`config.mk`:
```
export PLATFORM = sky130hd
export DESIGN_NAME = rotating_square_ctrl
export DESIGN_NICKNAME = d
export VERILOG_FILES = /design/src/rtl/rotating_square_ctrl.sv
export SDC_FILE = /design/constraint.sdc
export NUM_CORES = 1
export LEC_CHECK = 0
export CORE_MARGIN = 3
export CORE_UTILIZATION = 57
export CTS_CLUSTER_DIAMETER = 30
export DETAILED_ROUTE_END_ITERATION = 16
export PLACE_DENSITY = 0.86
export SYNTH_ARGS = -nofsm -noshare
export SYNTH_HDL_FRONTEND = slang
export SYNTH_SLANG_ARGS = --single-unit
```
`constraint.sdc`:
```
create_clock -name clk -period 6.9 [get_ports clk]
set_clock_uncertainty 0.05 [all_clocks]
set_input_delay 0.69 -clock clk [delete_from_list [all_inputs] [get_ports clk]]
set_output_delay 0.69 -clock clk [all_outputs]
set_load 0.03 [all_outputs]
```
`src/rtl/rotating_square_ctrl.sv`:
```
`default_nettype none
// ============================================================================
// Module   : rotating_square_ctrl
// Brief    : Single square glyph circling a row of seven-segment digits,
//            driving anodes and segments directly, with a lap pulse.
// Revision : 1.0 - initial release
// ============================================================================
module rotating_square_ctrl #(
    parameter int           DIGITS  = 4,
    parameter int           PW      = 28,
    parameter logic [7:0]   SEG_TOP = 8'b10011100,
    parameter logic [7:0]   SEG_BOT = 8'b11100010
) (
    input  logic                          clk,
    input  logic                          reset_n,
    input  logic                          en,
    input  logic                          cw,
    input  logic [PW-1:0]                 period,
    input  logic                          step,
    output logic [DIGITS-1:0]             an,
    output logic [7:0]                    sseg,
    output logic [$clog2(2*DIGITS)-1:0]   pos,
    output logic                          lap
);

    localparam int POS_W = $clog2(2*DIGITS);
    localparam logic [POS_W-1:0] c_last_pos = POS_W'(2*DIGITS-1);

    logic [PW-1:0]    r_cnt;
    logic [POS_W-1:0] r_pos;
    logic             r_lap;

    logic             w_tick;
    logic             w_adv;
    logic             w_wrap;
    logic [POS_W-1:0] w_pos_next;

    assign w_tick = en && (r_cnt >= period);
    assign w_adv  = w_tick || (!en && step);

    // Codes beyond the ring (non-power-of-two DIGITS) recover to 0 without a lap.
    always_comb begin
        w_pos_next = '0;
        w_wrap     = 1'b0;
        if (r_pos <= c_last_pos) begin
            if (cw) begin
                w_wrap     = (r_pos == '0);
                w_pos_next = w_wrap ? c_last_pos : r_pos - 1'b1;
            end else begin
                w_wrap     = (r_pos == c_last_pos);
                w_pos_next = w_wrap ? '0 : r_pos + 1'b1;
            end
        end
    end

    always_ff @(posedge clk or negedge reset_n) begin
        if (!reset_n) begin
            r_cnt <= '0;
            r_pos <= '0;
            r_lap <= 1'b0;
        end else begin
            if (w_tick) begin
                r_cnt <= '0;
            end else if (en) begin
                r_cnt <= r_cnt + 1'b1;
            end
            if (w_adv) begin
                r_pos <= w_pos_next;
            end
            r_lap <= w_adv && w_wrap;
        end
    end

    // Top half walks digits left to right, bottom half walks back.
    always_comb begin
        an   = '1;
        sseg = 8'hFF;
        for (int i = 0; i < DIGITS; i++) begin
            if (r_pos == POS_W'(i)) begin
                an[i] = 1'b0;
                sseg  = SEG_TOP;
            end
            if (r_pos == c_last_pos - POS_W'(i)) begin
                an[i] = 1'b0;
                sseg  = SEG_BOT;
            end
        end
    end

    assign pos = r_pos;
    assign lap = r_lap;

endmodule
`default_nettype wire

```
======== Yosys cells after proc, flatten, opt, wreduce, memory -nomap -nowiden ========
Index checks and enable logic that the tools add are counted.
word-level totals
  register bits after elaboration ......... 32
  input port bits ......................... 33
  output and inout bits ................... 16
  word-level logic and storage cells ...... 46
cells by class
  $add $sub $neg .......................... 3
  magnitude comparators ................... 2
  eq/ne operators ......................... 7
  multiplexer cells ....................... 24
  reductions and logical operators ........ 7
operator list
  cell                                                                count
  28-bit two-way mux                                                  2
  8-bit two-way mux                                                   7
  28-bit by 1-bit adder with 28-bit output, second input constant     1
  28-bit >= comparator                                                1
  3-bit == test, second input constant                                4
  3-bit two-way mux                                                   4
  1-bit two-way mux                                                   10
  7-bit two-way mux                                                   1
  3-bit by 2-bit == test with 1-bit output, second input constant     2
  3-bit by 1-bit adder with 3-bit output, second input constant       1
  3-bit by 1-bit == test with 1-bit output, second input constant     1
  3-bit less-or-equal comparator, second input constant               1
  1-bit logical AND                                                   3
  3-bit zero test                                                     1
  3-bit by 1-bit subtractor with 3-bit output, second input constant  1
  2-bit nonzero test                                                  1
  1-bit zero test                                                     1
  1-bit logical OR                                                    1

======== Depth between registers and ports, before layout ========
Gate-level depths: netlist (run 1).
  depth after elaboration ................. 9
  mapped depth ............................ 9
  mapped depth without buffers ............ 8

======== Worst setup path after synthesis (run 1) ========
OpenSTA, ideal clock, no wires.
  kind .................................... reg-to-output
  start ................................... register r_pos[2] (netlist: pos[2])
  end ..................................... output sseg[5]
  arrival time ............................ 2.397 ns
  data required time ...................... 6.160 ns
  slack ................................... 3.763 ns
  stages on the path, launching flop included .. 6
  path buffers ............................ 2
  path through ............................ dfrtp_1 clkbuf_1 inv_1 ha_1 o31ai_1 buf_4
between the ends
  word-level cells in the longest chain between the ends .. 9
  elaborated cells on any way between the ends .. 16
  those cells by class .................... eq/ne (7); mux (8); reduce/logical (1)
RTL lines
  item                    line  text
  start, declared         30    logic [POS_W-1:0] r_pos;
  start signal, assigned  68    r_pos <= w_pos_next;
  3-bit zero test         79    if (r_pos == POS_W'(i)) begin
  7-bit two-way mux       79
  8-bit two-way mux       83    if (r_pos == c_last_pos - POS_W'(i)) begin
  8-bit two-way mux       79
  8-bit two-way mux       83
  8-bit two-way mux       79
  8-bit two-way mux       83
  8-bit two-way mux       79
  8-bit two-way mux (*)   83
  end, declared           21    output logic [7:0] sseg,
Every way passes the cells marked *; elsewhere a longest branch is shown, timed or not.

======== Worst setup path after layout (run 1) ========
  start ................................... input period[27]
  end ..................................... register r_cnt[20]
between the ends
  word-level cells in the longest chain between the ends .. 3
  elaborated cells on any way between the ends .. 4
  those cells by class .................... order compare (1); mux (1); reduce/logical (2)
RTL lines
  item                                                      line  text
  start, declared                                           18    input logic [PW-1:0] period,
  28-bit >= comparator (*)                                  38    assign w_tick = en && (r_cnt >= period);
  1-bit logical AND (*)                                     38
  28-bit two-way mux or 2-bit nonzero test (tied branches)  n/a
  end signal, assigned                                      65    r_cnt <= r_cnt + 1'b1;
  end, declared                                             29    logic [PW-1:0] r_cnt;
Marks and branches as above.
A chain may end at the register's enable or synchronous reset.

==> flow_summary.yaml, run 1 <==
logic_synthesis:
  ys_seq_area_share_pct: 30.6
  ys.flop_type: "dfrtp_1"
  synth.top_cell.area_share_pct: 30.6
  synth_edf_count: 0
  syn_inst: 298
  syn-cell-area_um2: 2620
  synth_common_cells: "inv_1, ha_1, nor2_1"
  synth_top_area_cell: "dfrtp_1"
  post-synth-top-count-cell: "inv_1"
  ys_async_sr_fraction_pct: 100
  avgSynthCellArea_um2: 8.78
  synth_seq_cells: 32
  syn-num-nets: 368
  yosys-top-cells-area: "dfrtp_1, ha_1, xor2_1"
  yosysWarnings: 0
  ys_types: 49
floorplan:
  start_util_pct: 59.6
  io_pins: 49
  dieArea_um2: 5440
  die-width_um: 73.7
  core_um2: 4380
  die_h_um: 73.7
  rows: 24
min_path:
  hp-class: "flop to flop"
  whs_path_depth: 2
  min_from: "r_cnt[27]"
timing:
  fmax_mhz: 279
  hold_viol: 0
  tightest_slew_ns: 0.988
  maxSlewViolCount: 0
  rsz0062_at_grt: "false"
  fin_crit_ns: 3.59
  slew_headroom_pct: 33.6
  tns_ns: 0
  finalSetupViolations: 0
  hold_slack_ns: 0.511
  period_share_pct: 52.0
pwr:
  p_leak_nw: 1.57
  powerDensity_nw_per_um2: 294
  peakVddDrop_mv: 0.278
  power.total_mw: 0.941
worst_setup_path:
  cp.required_ns: 6.98
  crit_path_max_incr_delay_ns: 0.78
  crit_start: "period[27]"
  ff2ff_path_depth: 7
  cp-end-kind: "flop"
  critPathMaxFanout: 23
  critPathSlowestCell: "a21oi_2"
  start_kind: "primary input"
  reg2reg_from: "r_cnt[25]"
  arrival_ns: 3.67
  crit_type: "primary input to flop"
  path_cells: "clkdlybuf4s50_1, inv_1, ha_1, nand4_1, or4_4, a2111oi_4, a22oi_2, a21oi_2, nor2_1"
run_status:
  status: "completed"
detailed_routing:
  drcViolationCount: 0
  via_count: 2171
  wl_per_cell_um: 13.6
  detail_route.vias_per_cell: 5.47
  dr.pass1.iters: 4
  wirelength_um: 5390
  first_iter_violations: 131
  antenna_left: 0
place:
  place_area_um2: 3090
  port_buffers: 47
  hpwlAfterDp_um: 4260
  gp_congestion: 0.870
clocking:
  cts_tree: "done"
  clock_latency_ns: 0.29
  cts_setup_buffers: 0
  htree_levels: 2
  postCtsResizedCells: 0
  clock-root-buffer: "clkbuf_8"
  cts_buffers: 5
  clkTransAtPathRegs_ns: 0.07
  cts-hold-fix-buffers: 0
  clockBufferDepth: 2
  cts_sinks: 32
global_route:
  gr-usage-met2_pct: 36.0
  grt_pass1_vias: 2032
  met1_usage_pct: 26.8
  grt_usage_pct: 21.4
  met3_usage_pct: 4.65
  grt_pass1_wl_um: 9030
  grt_overflow: 0
  busiest_layer: "met2"
  grt_max_degree: 33
  antenna_found_initial: 0
final_layout:
  fin_area_um2: 3200
  post-route-util_pct: 73.0
  drive_gt1_share_pct: 6.38
  area_growth_pct: 22.4
  layout.nets: 414
  antenna_cells: 0
flow_run:
  cap_violations: 0
==> registers in the layout (all words and copies together) (netlist names) <==
| name | flops |
|---|---|
| pos | 3 |
| lap | 1 |
| r_cnt | 28 |
==> final timing paths <==
| path | to | slack [ns] |
|---|---|---|
| worst max-delay path | r_cnt[20] | 3.31 |
| worst min-delay path | r_cnt[27] | 0.51 |
| worst max register to register | r_cnt[20] | 3.76 |
| worst min register to register | r_cnt[27] | 0.51 |
| max in group asynchronous | pos[0] | 5.75 |
| min in group asynchronous | r_cnt[20] | 0.74 |
==> kinds of logic (layout without fill, tap and decap cells) <==
logic type	Yosys count	count (layout)	synth area share [%]
AO/OA/AOI/OAI	45	45	12.4
XOR/XNOR	23	23	7.70
adder cells (fa/ha/maj)	37	37	17.7
buffers and inverters	48	95	8.18
flip-flops	32	32	30.6
multiplexers	7	7	3.11
other	1	1	0.143
AND/OR/NAND/NOR	105	105	20.1
==> where the power goes <==
part	switching, mW	total (mW)	leakage (nW)	internal [mW]
Sequential	0.0470	0.260	0.424	0.213
Clock	0.0721	0.179	0.0541	0.107
Combinational	0.278	0.503	1.09	0.225
==> per-layer routing <==
metal / part of all wire [%] / vias up
li1: - / 1102
met1: 45 / 1007
met2: 48 / 46
met3: 4.3 / 16
met4: 2.4 / 0
met5: 0 / -
==> metrics by stage <==
stage / std cells / worst slack, ns
final: 397 / 3.31
after global placement: 389 / 3.09
after detailed placement: 389 / 2.99
after global routing: 397 / 3.09
after floorplan: 298 / 3.76
after CTS: 397 / 3.29
==> worst max-delay path: cells and delay by family <==
family                     cells  cell delay (ns)
buffers and inverters          2             0.51
AOI/OAI and AO/OA              3             1.25
adders and majority gates      1             0.30
and+or+nand+nor                3             0.91
==> layout by cell type (no fill, tap or decap), types with 2 or more instances in the layout <==
| cell | n |
|---|---|
| xor2_1 | 18 |
| clkdlybuf4s50_1 | 47 |
| and3_1 | 4 |
| and4_1 | 3 |
| xnor2_1 | 5 |
| mux2_4 | 2 |
| nor2b_1 | 5 |
| nand2b_1 | 2 |
| mux2i_1 | 4 |
| o21a_1 | 3 |
| a221o_1 | 2 |
| nor3_1 | 4 |
| inv_1 | 39 |
| nand3_1 | 9 |
| ha_1 | 37 |
| o21ai_0 | 9 |
| a21oi_1 | 16 |
| nand4_1 | 12 |
| dfrtp_1 | 32 |
| nor2_1 | 36 |
| clkbuf_8 | 5 |
| nand2_1 | 21 |
==> cell type report <==
class / instances / area (µm²)
Multi-Input combinational cell: 218 / 1600
Fill cell: 317 / 1180
Sequential cell: 32 / 801
Timing Repair Buffer: 48 / 478
Inverter: 39 / 146
Clock buffer: 5 / 68.8
Tap cell: 52 / 65.1
Clock inverter: 3 / 42.5
(Power assumes the default switching activity.)
==> run 2: changes to the inputs <==
--- a/config.mk
+++ b/config.mk
@@ -6,10 +6,10 @@
 export NUM_CORES = 1
 export LEC_CHECK = 0
 export CORE_MARGIN = 3
-export CORE_UTILIZATION = 57
+export CORE_UTILIZATION = 53
 export CTS_CLUSTER_DIAMETER = 30
 export DETAILED_ROUTE_END_ITERATION = 16
-export PLACE_DENSITY = 0.86
+export PLACE_DENSITY = 0.81
 export SYNTH_ARGS = -nofsm -noshare
 export SYNTH_HDL_FRONTEND = slang
 export SYNTH_SLANG_ARGS = --single-unit
==> constraint.sdc (replaced) <==
create_clock -name clk -period 3.6 [get_ports clk]
set_clock_uncertainty 0.05 [all_clocks]
set_input_delay 0.36 -clock clk [delete_from_list [all_inputs] [get_ports clk]]
set_output_delay 0.36 -clock clk [all_outputs]
set_load 0.03 [all_outputs]
==> run 2 against run 1 <==
Sequential power grew 92%. Hold slack worse by 0.093 ns. Sequential share of layout area fell by 0.24 points. Clock power is 94% higher. Utilization shrank 2.2 points.
==> flow_summary.yaml, run 2 (synthesized netlist as in run 1, its figures left out) <==
pwr:
  peakVddDrop_mv: 0.432
  powerDensity_nw_per_um2: 562
  p_leak_nw: 1.58
  power.total_mw: 1.82
worst_setup_path:
  cp.required_ns: 3.19
  setup.worst_path.end: "sseg[1]"
  ff2ff_path_depth: 8
  arrival_ns: 2.52
  reg2reg_setup_slack_ns: 0.89
  critPathMaxFanout: 14
  cp-end-kind: "output port"
  start_kind: "flop"
  crit_type: "flop to output port"
  r2r_end: "r_cnt[26]"
  crit_start: "pos[2]"
  reg2reg_from: "r_cnt[25]"
timing:
  hold_slack_ns: 0.418
  fin_crit_ns: 2.93
  rsz0062_at_grt: "false"
  tns_ns: 0
  finalSetupViolations: 0
  tightest_slew_ns: 0.667
  maxSlewViolCount: 0
  period_share_pct: 81.3
  fmax_mhz: 342
  hold_viol: 0
  slew_headroom_pct: 55.4
global_route:
  antenna_found_initial: 0
  grt_overflow: 0
  grt_pass1_vias: 2202
  grt_usage_pct: 20.7
  grt_pass1_wl_um: 10000
  grt_max_degree: 33
final_layout:
  area_growth_pct: 23.6
  fillers: 384
  most-common-layout-cells: "clkdlybuf4s50_1, inv_1, ha_1, nor2_1, dfrtp_1"
  antenna_cells: 0
  largest_reg_flops: 28
  finalNonFillerCells: 412
  final_common_cell: "clkdlybuf4s50_1"
  final-seq-area_um2: 801
  top_register: "r_cnt"
  multiInputGateArea_um2: 1600
  layout.nets: 416
  drive_gt1_share_pct: 6.92
detailed_routing:
  drcViolationCount: 0
  wirelength_um: 5630
  detail_route.vias_per_cell: 5.42
  antenna_left: 0
  via_count: 2234
  wl_per_cell_um: 13.7
  dr.pass1.iters: 5
  first_iter_violations: 162
clocking:
  clock-root-buffer: "clkbuf_8"
  clock_latency_ns: 0.28
  clockBufferDepth: 2
  cts_setup_buffers: 0
  postCtsResizedCells: 0
  cts_tree: "done"
  cts_sinks: 32
  clkTransAtPathRegs_ns: 0.07
  cts_buffers: 5
  htree_levels: 2
  cts-hold-fix-buffers: 0
floorplan:
  die-width_um: 76.2
  start_util_pct: 57.3
  die_h_um: 76.2
  rows: 24
  core_um2: 4560
  dieArea_um2: 5810
  io_pins: 49
flow_run:
  cap_violations: 0
place:
  gp_congestion: 0.803
  hpwlAfterDp_um: 4370
  port_buffers: 47
  numPlacedInstances: 404
run_status:
  status: "completed"
min_path:
  hp-class: "primary input to async pin"
run 2: area by class of cell:
| class | instances | share of cell area [%] |
|---|---|---|
| Clock buffer | 5 | 2.13 |
| Clock inverter | 3 | 1.32 |
| Inverter | 39 | 4.53 |
| Multi-Input combinational cell | 218 | 49.5 |
| Sequential cell | 32 | 24.8 |
| Tap cell | 65 | 2.52 |
| Timing Repair Buffer | 50 | 15.2 |
run 2: routing by layer:
layer	global-route usage (%)	wire length, µm	vias to the layer above	share of wire [%]
li1	-	-	1110	-
met1	25.7	2470	1050	44
met2	35.9	2820	63	50
met3	3.55	233	11	4.1
met4	7.61	102	0	1.8
met5	0	0	-	0
run 2: worst max-delay path, stage by stage (launching register included):
cell and delay [ns]:
dfrtp_1 0.65, inv_1 0.12, ha_1 0.29, a21oi_1 0.17, o21ai_0 0.10, o31ai_1 0.15
clkdlybuf4s50_1 0.76
run 2: worst min path at each step:
stage / end / from / cells past startpoint
floorplan: lap / reset_n / 0
global placement: r_cnt[27] / r_cnt[27] / 2
detailed placement: r_cnt[22] / r_cnt[22] / 2
CTS: r_cnt[19] / reset_n / 2
global route: r_cnt[18] / reset_n / 2
finish: r_cnt[19] / reset_n / 2
run 2: power breakdown:
| part | switching, mW | total, mW | internal, mW |
|---|---|---|---|
| sequential | 0.0915 | 0.499 | 0.408 |
| clock | 0.142 | 0.347 | 0.205 |
| combinational | 0.542 | 0.972 | 0.431 |
run 2: metrics by stage:
step	utilization, %	setup WS (ns)	instance area (µm²)
after floorplan	-	0.793	2620
after global placement	68.4	0.528	3120
after detailed placement	68.4	0.451	3120
after CTS	70.8	0.707	3230
after global routing	70.8	0.496	3230
final	70.8	0.675	3230
